[config.mk]
export PLATFORM = sky130hd
export DESIGN_NAME = mac_pass_sched
export DESIGN_NICKNAME = d
export VERILOG_FILES = /design/src/rtl/mac_sched_pkg.sv /design/src/rtl/mac_pass_sched.sv
export SDC_FILE = /design/constraint.sdc
export NUM_CORES = 1
export LEC_CHECK = 0
export BUFFER_PORTS_ARGS = -buffer_cell sky130_fd_sc_hd__buf_4
export CAP_MARGIN = 40
export CORE_AREA = 2 2 161 163
export DETAILED_ROUTE_END_ITERATION = 8
export DIE_AREA = 0 0 163 165
export HOLD_SLACK_MARGIN = 0.05
export PLACE_DENSITY = 0.53
export SYNTH_ARGS = -nofsm -noshare
export SYNTH_HDL_FRONTEND = slang
export SYNTH_SLANG_ARGS = --single-unit
[constraint.sdc]
create_clock -name Clk -period 9.65 [get_ports Clk]
set_clock_uncertainty 0.2 [all_clocks]
set_input_delay 0.965 -clock Clk [delete_from_list [all_inputs] [get_ports Clk]]
set_output_delay 0.965 -clock Clk [all_outputs]
set_load 0.02 [all_outputs]
[src/rtl/mac_sched_pkg.sv]
// Shared definitions for the MAC pass scheduler: controller states,
// slot geometry and the slot-walking helper used by the result drain.
package mac_sched_pkg;

    typedef enum logic [1:0] {
        ACCUM   = 2'd0,
        CAPTURE = 2'd1,
        DRAIN   = 2'd2
    } state_t;

    localparam int SLOT_NUM   = 4;
    localparam int SLOT_IDX_W = 2;

    // Returned by next_set_slot when no further slot qualifies
    localparam logic [2:0] NO_SLOT = 3'd4;

    // Lowest slot index at or above fromSlot whose mask bit is set, else NO_SLOT.
    // fromSlot is one bit wider than a slot index so "one past the last slot" is expressible.
    function automatic logic [2:0] next_set_slot(input logic [SLOT_NUM-1:0] mask,
                                                 input logic [2:0]          fromSlot);
        logic [2:0] found;
        found = NO_SLOT;
        for (int i = SLOT_NUM - 1; i >= 0; i--) begin
            if (mask[i] && (3'(i) >= fromSlot)) begin
                found = 3'(i);
            end
        end
        return found;
    endfunction

endpackage

[src/rtl/mac_pass_sched.sv]
// Pass scheduler for a single MAC_UNIT datapath. Accepts compressed
// (activation, weight, slot) triples, issues one MAC per triple choosing
// restart versus accumulate per slot, then snapshots the four partial-sum
// slots at end of pass and streams them out on a valid/ready result port.
module mac_pass_sched
    import mac_sched_pkg::*;
#(
    parameter int DATA_WIDTH     = 8,
    parameter int SKIP_EMPTY     = 0,
    parameter int PASS_CNT_WIDTH = 16
) (
    input  logic                        Clk,
    input  logic                        rst,
    input  logic                        in_valid,
    output logic                        in_ready,
    input  logic [DATA_WIDTH-1:0]       in_act,
    input  logic [DATA_WIDTH-1:0]       in_weight,
    input  logic [1:0]                  in_idx,
    input  logic                        in_last,
    output logic [DATA_WIDTH-1:0]       mac_act,
    output logic [DATA_WIDTH-1:0]       mac_weight,
    output logic [1:0]                  mac_select,
    output logic                        mac_block_control,
    input  logic [4*DATA_WIDTH-1:0]     mac_out_0,
    input  logic [4*DATA_WIDTH-1:0]     mac_out_1,
    input  logic [4*DATA_WIDTH-1:0]     mac_out_2,
    input  logic [4*DATA_WIDTH-1:0]     mac_out_3,
    output logic                        res_valid,
    input  logic                        res_ready,
    output logic [4*DATA_WIDTH-1:0]     res_data,
    output logic [1:0]                  res_idx,
    output logic                        res_last,
    output logic [PASS_CNT_WIDTH-1:0]   pass_cnt
);

    localparam int ACC_W = 4 * DATA_WIDTH;

    state_t                       r_state;
    logic [SLOT_NUM-1:0]          r_initFlag;
    logic [SLOT_NUM-1:0]          r_mask;
    logic [SLOT_IDX_W-1:0]        r_ptr;
    logic [ACC_W-1:0]             r_buf [SLOT_NUM];
    logic                         r_inReady;
    logic                         r_resValid;
    logic [ACC_W-1:0]             r_resData;
    logic [SLOT_IDX_W-1:0]        r_resIdx;
    logic                         r_resLast;
    logic [PASS_CNT_WIDTH-1:0]    r_passCnt;
    logic [SLOT_IDX_W-1:0]        r_macSelPrev;

    logic                         w_inFire;
    logic                         w_resFire;
    logic [ACC_W-1:0]             w_macOut [SLOT_NUM];
    logic [ACC_W-1:0]             w_capVal [SLOT_NUM];
    logic [SLOT_NUM-1:0]          w_capMask;
    logic [SLOT_NUM-1:0]          w_drainMask;
    logic [2:0]                   w_capFirst;
    logic                         w_capLast;
    logic [2:0]                   w_nextPtr;
    logic                         w_nextLast;
    logic [DATA_WIDTH-1:0]        w_macAct;
    logic [DATA_WIDTH-1:0]        w_macWeight;
    logic [SLOT_IDX_W-1:0]        w_macSelect;
    logic                         w_macBlockControl;

    assign w_inFire  = in_valid & r_inReady & (r_state == ACCUM);
    assign w_resFire = r_resValid & res_ready;

    assign w_macOut[0] = mac_out_0;
    assign w_macOut[1] = mac_out_1;
    assign w_macOut[2] = mac_out_2;
    assign w_macOut[3] = mac_out_3;

    // With skipping disabled every slot is emitted, so the walk mask is all ones
    assign w_capMask   = (SKIP_EMPTY != 0) ? r_initFlag : {SLOT_NUM{1'b1}};
    assign w_drainMask = (SKIP_EMPTY != 0) ? r_mask     : {SLOT_NUM{1'b1}};

    assign w_capFirst = next_set_slot(w_capMask, 3'd0);
    assign w_capLast  = (next_set_slot(w_capMask, w_capFirst + 3'd1) == NO_SLOT);
    assign w_nextPtr  = next_set_slot(w_drainMask, {1'b0, r_ptr} + 3'd1);
    assign w_nextLast = (next_set_slot(w_drainMask, w_nextPtr + 3'd1) == NO_SLOT);

    // Snapshot value per slot: slots untouched this pass hold stale sums, so report zero
    always_comb begin
        for (int n = 0; n < SLOT_NUM; n++) begin
            w_capVal[n] = r_initFlag[n] ? w_macOut[n] : '0;
        end
    end

    // MAC operand steering: issue on handshake, expose/clear in CAPTURE, otherwise hold slots
    always_comb begin
        w_macAct          = '0;
        w_macWeight       = '0;
        w_macSelect       = r_macSelPrev;
        w_macBlockControl = 1'b1;
        case (r_state)
            ACCUM: begin
                if (w_inFire) begin
                    w_macAct          = in_act;
                    w_macWeight       = in_weight;
                    w_macSelect       = in_idx;
                    w_macBlockControl = r_initFlag[in_idx];
                end
            end
            CAPTURE: begin
                w_macSelect       = '0;
                w_macBlockControl = 1'b0;
            end
            default: begin
            end
        endcase
    end

    // Remember the last select so idle cycles keep pointing at the same slot
    always_ff @(posedge Clk) begin
        if (!rst) begin
            r_macSelPrev <= '0;
        end else begin
            r_macSelPrev <= w_macSelect;
        end
    end

    // Latch the slot snapshot while the MAC exposes its outputs in CAPTURE
    always_ff @(posedge Clk) begin
        if (!rst) begin
            for (int n = 0; n < SLOT_NUM; n++) begin
                r_buf[n] <= '0;
            end
        end else if (r_state == CAPTURE) begin
            for (int n = 0; n < SLOT_NUM; n++) begin
                r_buf[n] <= w_capVal[n];
            end
        end
    end

    // Pass controller: accumulate triples, capture slots, drain results, count passes
    always_ff @(posedge Clk) begin
        if (!rst) begin
            r_state    <= ACCUM;
            r_initFlag <= '0;
            r_mask     <= '0;
            r_ptr      <= '0;
            r_inReady  <= 1'b0;
            r_resValid <= 1'b0;
            r_resData  <= '0;
            r_resIdx   <= '0;
            r_resLast  <= 1'b0;
            r_passCnt  <= '0;
        end else begin
            case (r_state)
                ACCUM: begin
                    r_inReady <= 1'b1;
                    if (w_inFire) begin
                        r_initFlag[in_idx] <= 1'b1;
                        if (in_last) begin
                            r_state   <= CAPTURE;
                            r_inReady <= 1'b0;
                        end
                    end
                end
                CAPTURE: begin
                    r_initFlag <= '0;
                    r_mask     <= r_initFlag;
                    r_ptr      <= w_capFirst[SLOT_IDX_W-1:0];
                    r_resValid <= 1'b1;
                    r_resData  <= w_capVal[w_capFirst[SLOT_IDX_W-1:0]];
                    r_resIdx   <= w_capFirst[SLOT_IDX_W-1:0];
                    r_resLast  <= w_capLast;
                    r_state    <= DRAIN;
                end
                DRAIN: begin
                    if (w_resFire) begin
                        if (r_resLast) begin
                            r_resValid <= 1'b0;
                            r_resLast  <= 1'b0;
                            r_passCnt  <= r_passCnt + 1'b1;
                            r_inReady  <= 1'b1;
                            r_state    <= ACCUM;
                        end else begin
                            r_ptr     <= w_nextPtr[SLOT_IDX_W-1:0];
                            r_resData <= r_buf[w_nextPtr[SLOT_IDX_W-1:0]];
                            r_resIdx  <= w_nextPtr[SLOT_IDX_W-1:0];
                            r_resLast <= w_nextLast;
                        end
                    end
                end
                default: begin
                    r_state   <= ACCUM;
                    r_inReady <= 1'b0;
                end
            endcase
        end
    end

    assign in_ready          = r_inReady;
    assign mac_act           = w_macAct;
    assign mac_weight        = w_macWeight;
    assign mac_select        = w_macSelect;
    assign mac_block_control = w_macBlockControl;
    assign res_valid         = r_resValid;
    assign res_data          = r_resData;
    assign res_idx           = r_resIdx;
    assign res_last          = r_resLast;
    assign pass_cnt          = r_passCnt;

endmodule

==> impl_metrics.yaml <==
status:
  status: "finished clean"
timing:
  period_share_pct: 35.47
  finalCriticalPeriod_ps: 3422
  slew_headroom_pct: 41.14
  setup_violations: 0
  tightest_slew_ps: 883.0
  slew_viol_final: 0
  rsz0062_at_grt: "no"
  hold_violations: 0
  finalSetupTns_ps: 0
  fmax_mhz: 292.2
route:
  vias: 6822
  wirelength_um: 25020
  postRouteAntennaNets: 0
  viasPerCell: 5.176
  drt_pass1_iterations: 7
  drt-wirelength-per-cell_um: 18.98
  drt_iter0_drc: 492
  drcViolationCount: 0
setup_path:
  required_ps: 8490
  worst-path-buf-inv: 3
  cp_max_fo: 16
  crit_chain: "buf_4 -> nand2_1 -> nor3_1 -> buf_4 -> and2_1 -> buf_4"
  crit_family: "simple AND/OR/NAND/NOR gates"
  worst_setup_path_end_kind: "output port"
  slowest_delay_ps: 550
  arrival_ps: 2260
  cp_slowest_cell: "nor3_1"
  cp_common_cell: "buf_4"
  cp-start-kind: "input pin"
  crit_type: "in -> out"
synthesis:
  seq_area_frac_synth_pct: 58.60
  async_flop_share_pct: 0
  yosysTopAreaCellShare_pct: 44.47
  syn_nets: 950
  synthCells: 794
  synth.area.top_cells: "edfxtp_1 (44%), dfxtp_1 (14%), and3_1 (9.4%), a311o_1 (3.6%), nand2_1 (3.3%)"
  yosys_warnings: 0
  ys.flop_type: "edfxtp_1"
  synth_edf_count: 128
  yosysMostFrequentCell: "and3_1"
  synth_area_per_cell_um2: 10.89
  synth_top_area_cell: "edfxtp_1"
  synth_common_cells: "and3_1 (130), edfxtp_1 (128), nand2_1 (77), dfxtp_1 (61), clkbuf_1 (52)"
  synthDistinctLibCells: 44
  syn_area_mm2: 0.008643
  ys_ff_latch: 189
pwr:
  p_comb_share_pct: 8.4
  seq_power_share_pct: 51.7
  leakage_nw: 4.785
  clockPowerShare_pct: 39.9
  p_switching_mw: 0.4190
  switching_share_pct: 24.02
  powerDensity_mw_per_mm2: 156.2
  p_int_mw: 1.326
  worst_ir_drop_vdd_mv: 0.1022
cts:
  ctsResizeCount: 0
  cts_root_buf: "clkbuf_16"
  h-tree-depth: 4
  cts_setup_buffers: 0
  cts_buffers: 17
  path_clk_slew_ps: 70
  cts.sinks: 189
  clock_latency_ps: 420
  cts_buffer_depth: 2
  postCtsHoldBufs: 0
  tritoncts: "done"
place:
  hpwl_um: 15650
  io_buffers: 222
  gp_congestion: 0.7215
grt:
  grt_pass1_vias: 6451
  grt_pass1_wl_um: 38030
  grt_max_degree: 71
  antenna_found_initial: 3
  gr-usage-all-layers_pct: 18.48
  grt_overflow_total: 0
finish:
  fin_nets: 1128
  area_delta_synth_final_pct: 29.24
  utilization_pct: 44.62
  drive_gt1_share_pct: 28.73
floorplanning:
  io_pins: 223
  initial_utilization_pct: 34.52
  die_area_mm2: 0.02690
  coreArea_mm2: 0.02504
  die_w_um: 163
  die_height_um: 165
  rows: 58
job:
  maxCapViolCount: 0
min_path:
  hold_path_class: "reg -> reg"
[state kept, by name, indices dropped and copies added, names as in the netlist]
name	count
in_ready	1
r_buf	128
pass_cnt	16
r_macSelPrev	2
r_state	2
res_last	1
res_idx	2
res_data	32
r_initFlag	4
res_valid	1
[metrics by stage]
stage / cells / total power, mW / area [um^2] / hold slack, ps / setup WS, ps
after floorplan: 794 / 0.9827 / 8643 / 333.5 / 5001
after global placement: 1280 / 1.068 / 10510 / 254.1 / 6004
after detailed placement: 1283 / 1.069 / 10580 / 267.7 / 6177
after CTS: 1315 / 1.767 / 11160 / 277.1 / 6213
after global routing: 1317 / 1.811 / 11170 / 299.0 / 6039
final: 1318 / 1.745 / 11170 / 278.5 / 6228
[worst register-to-register path, delay by kind of cell (launching register included)]
family                 cells  cell delay (ps)
buffers and inverters      2              860
DFF                        1              440
and+or+nand+nor            2             1200
[path summary, 6_finish.rpt]
check,from,endpoint,slack (ps),cells after the start
setup / recovery,in_valid,mac_act[1],6230,6
hold / removal,pass_cnt[15]$_SDFFE_PN0P_,pass_cnt[15]$_SDFFE_PN0P_,280,2
setup reg to reg,r_state[1]$_SDFFE_PN0P_,r_buf[0][22]$_SDFFCE_PN0P_,6620,4
hold reg to reg,pass_cnt[15]$_SDFFE_PN0P_,pass_cnt[15]$_SDFFE_PN0P_,280,2
[cells in the final DEF, fill, tap and decap left out, types with 5 or more instances in the layout]
cell type / Yosys / layout
buf_4: 1 / 233
mux2i_1: 7 / 7
a31oi_1: 31 / 31
nor2b_1: 31 / 31
a21oi_1: 14 / 14
clkbuf_16: 0 / 17
a311o_1: 31 / 31
nand2_1: 77 / 76
and2_1: 19 / 19
or3_1: 5 / 5
dfxtp_1: 61 / 59
a211oi_1: 31 / 31
edfxtp_1: 128 / 128
nand3_1: 41 / 41
inv_1: 9 / 9
o21ai_0: 41 / 41
and3_1: 130 / 130
nor2_1: 15 / 14
[area by class of cell]
cell class,instances,area (um^2)
antenna,3,7.507
clock buffer,17,425.4
clock inverter,15,156.4
fill,2437,13870
inverter,9,33.78
multi-input combinational,519,3243
sequential,189,5067
tap,330,412.9
timing repair buffer,236,1824
[logic make-up after synthesis]
family          count (synthesis)  share of synthesized area, %
compound gates                160                         12.87
xor+xnor                        5                        0.5066
fa+ha+maj                       5                        0.7238
buf+inv                        86                         4.242
flops                         189                         58.60
mux                             8                         1.071
simple gates                  341                         21.99
[power by group through the flow]
stage          registers (mW)  logic [mW]  clock network, mW
2_1_floorplan           0.928      0.0545                  0
4_1_cts                 0.903       0.148              0.716
3_5_place_dp            0.921       0.148                  0
5_1_grt                 0.906       0.158              0.747
3_3_place_gp            0.921       0.147                  0
6_report                0.903       0.146              0.696
[routing by layer]
| layer | up-vias | routed length, um | GRT usage, % | share of wire [%] |
|---|---|---|---|---|
| li1 | 3336 | - | - | - |
| met1 | 3274 | 11650 | 26.50 | 47 |
| met2 | 198 | 11900 | 28.76 | 48 |
| met3 | 14 | 1255 | 3.139 | 5.0 |
| met4 | 0 | 207 | 5.350 | 0.83 |
| met5 | - | 0 | 0 | 0 |
Power figures use the tool's default switching activity.
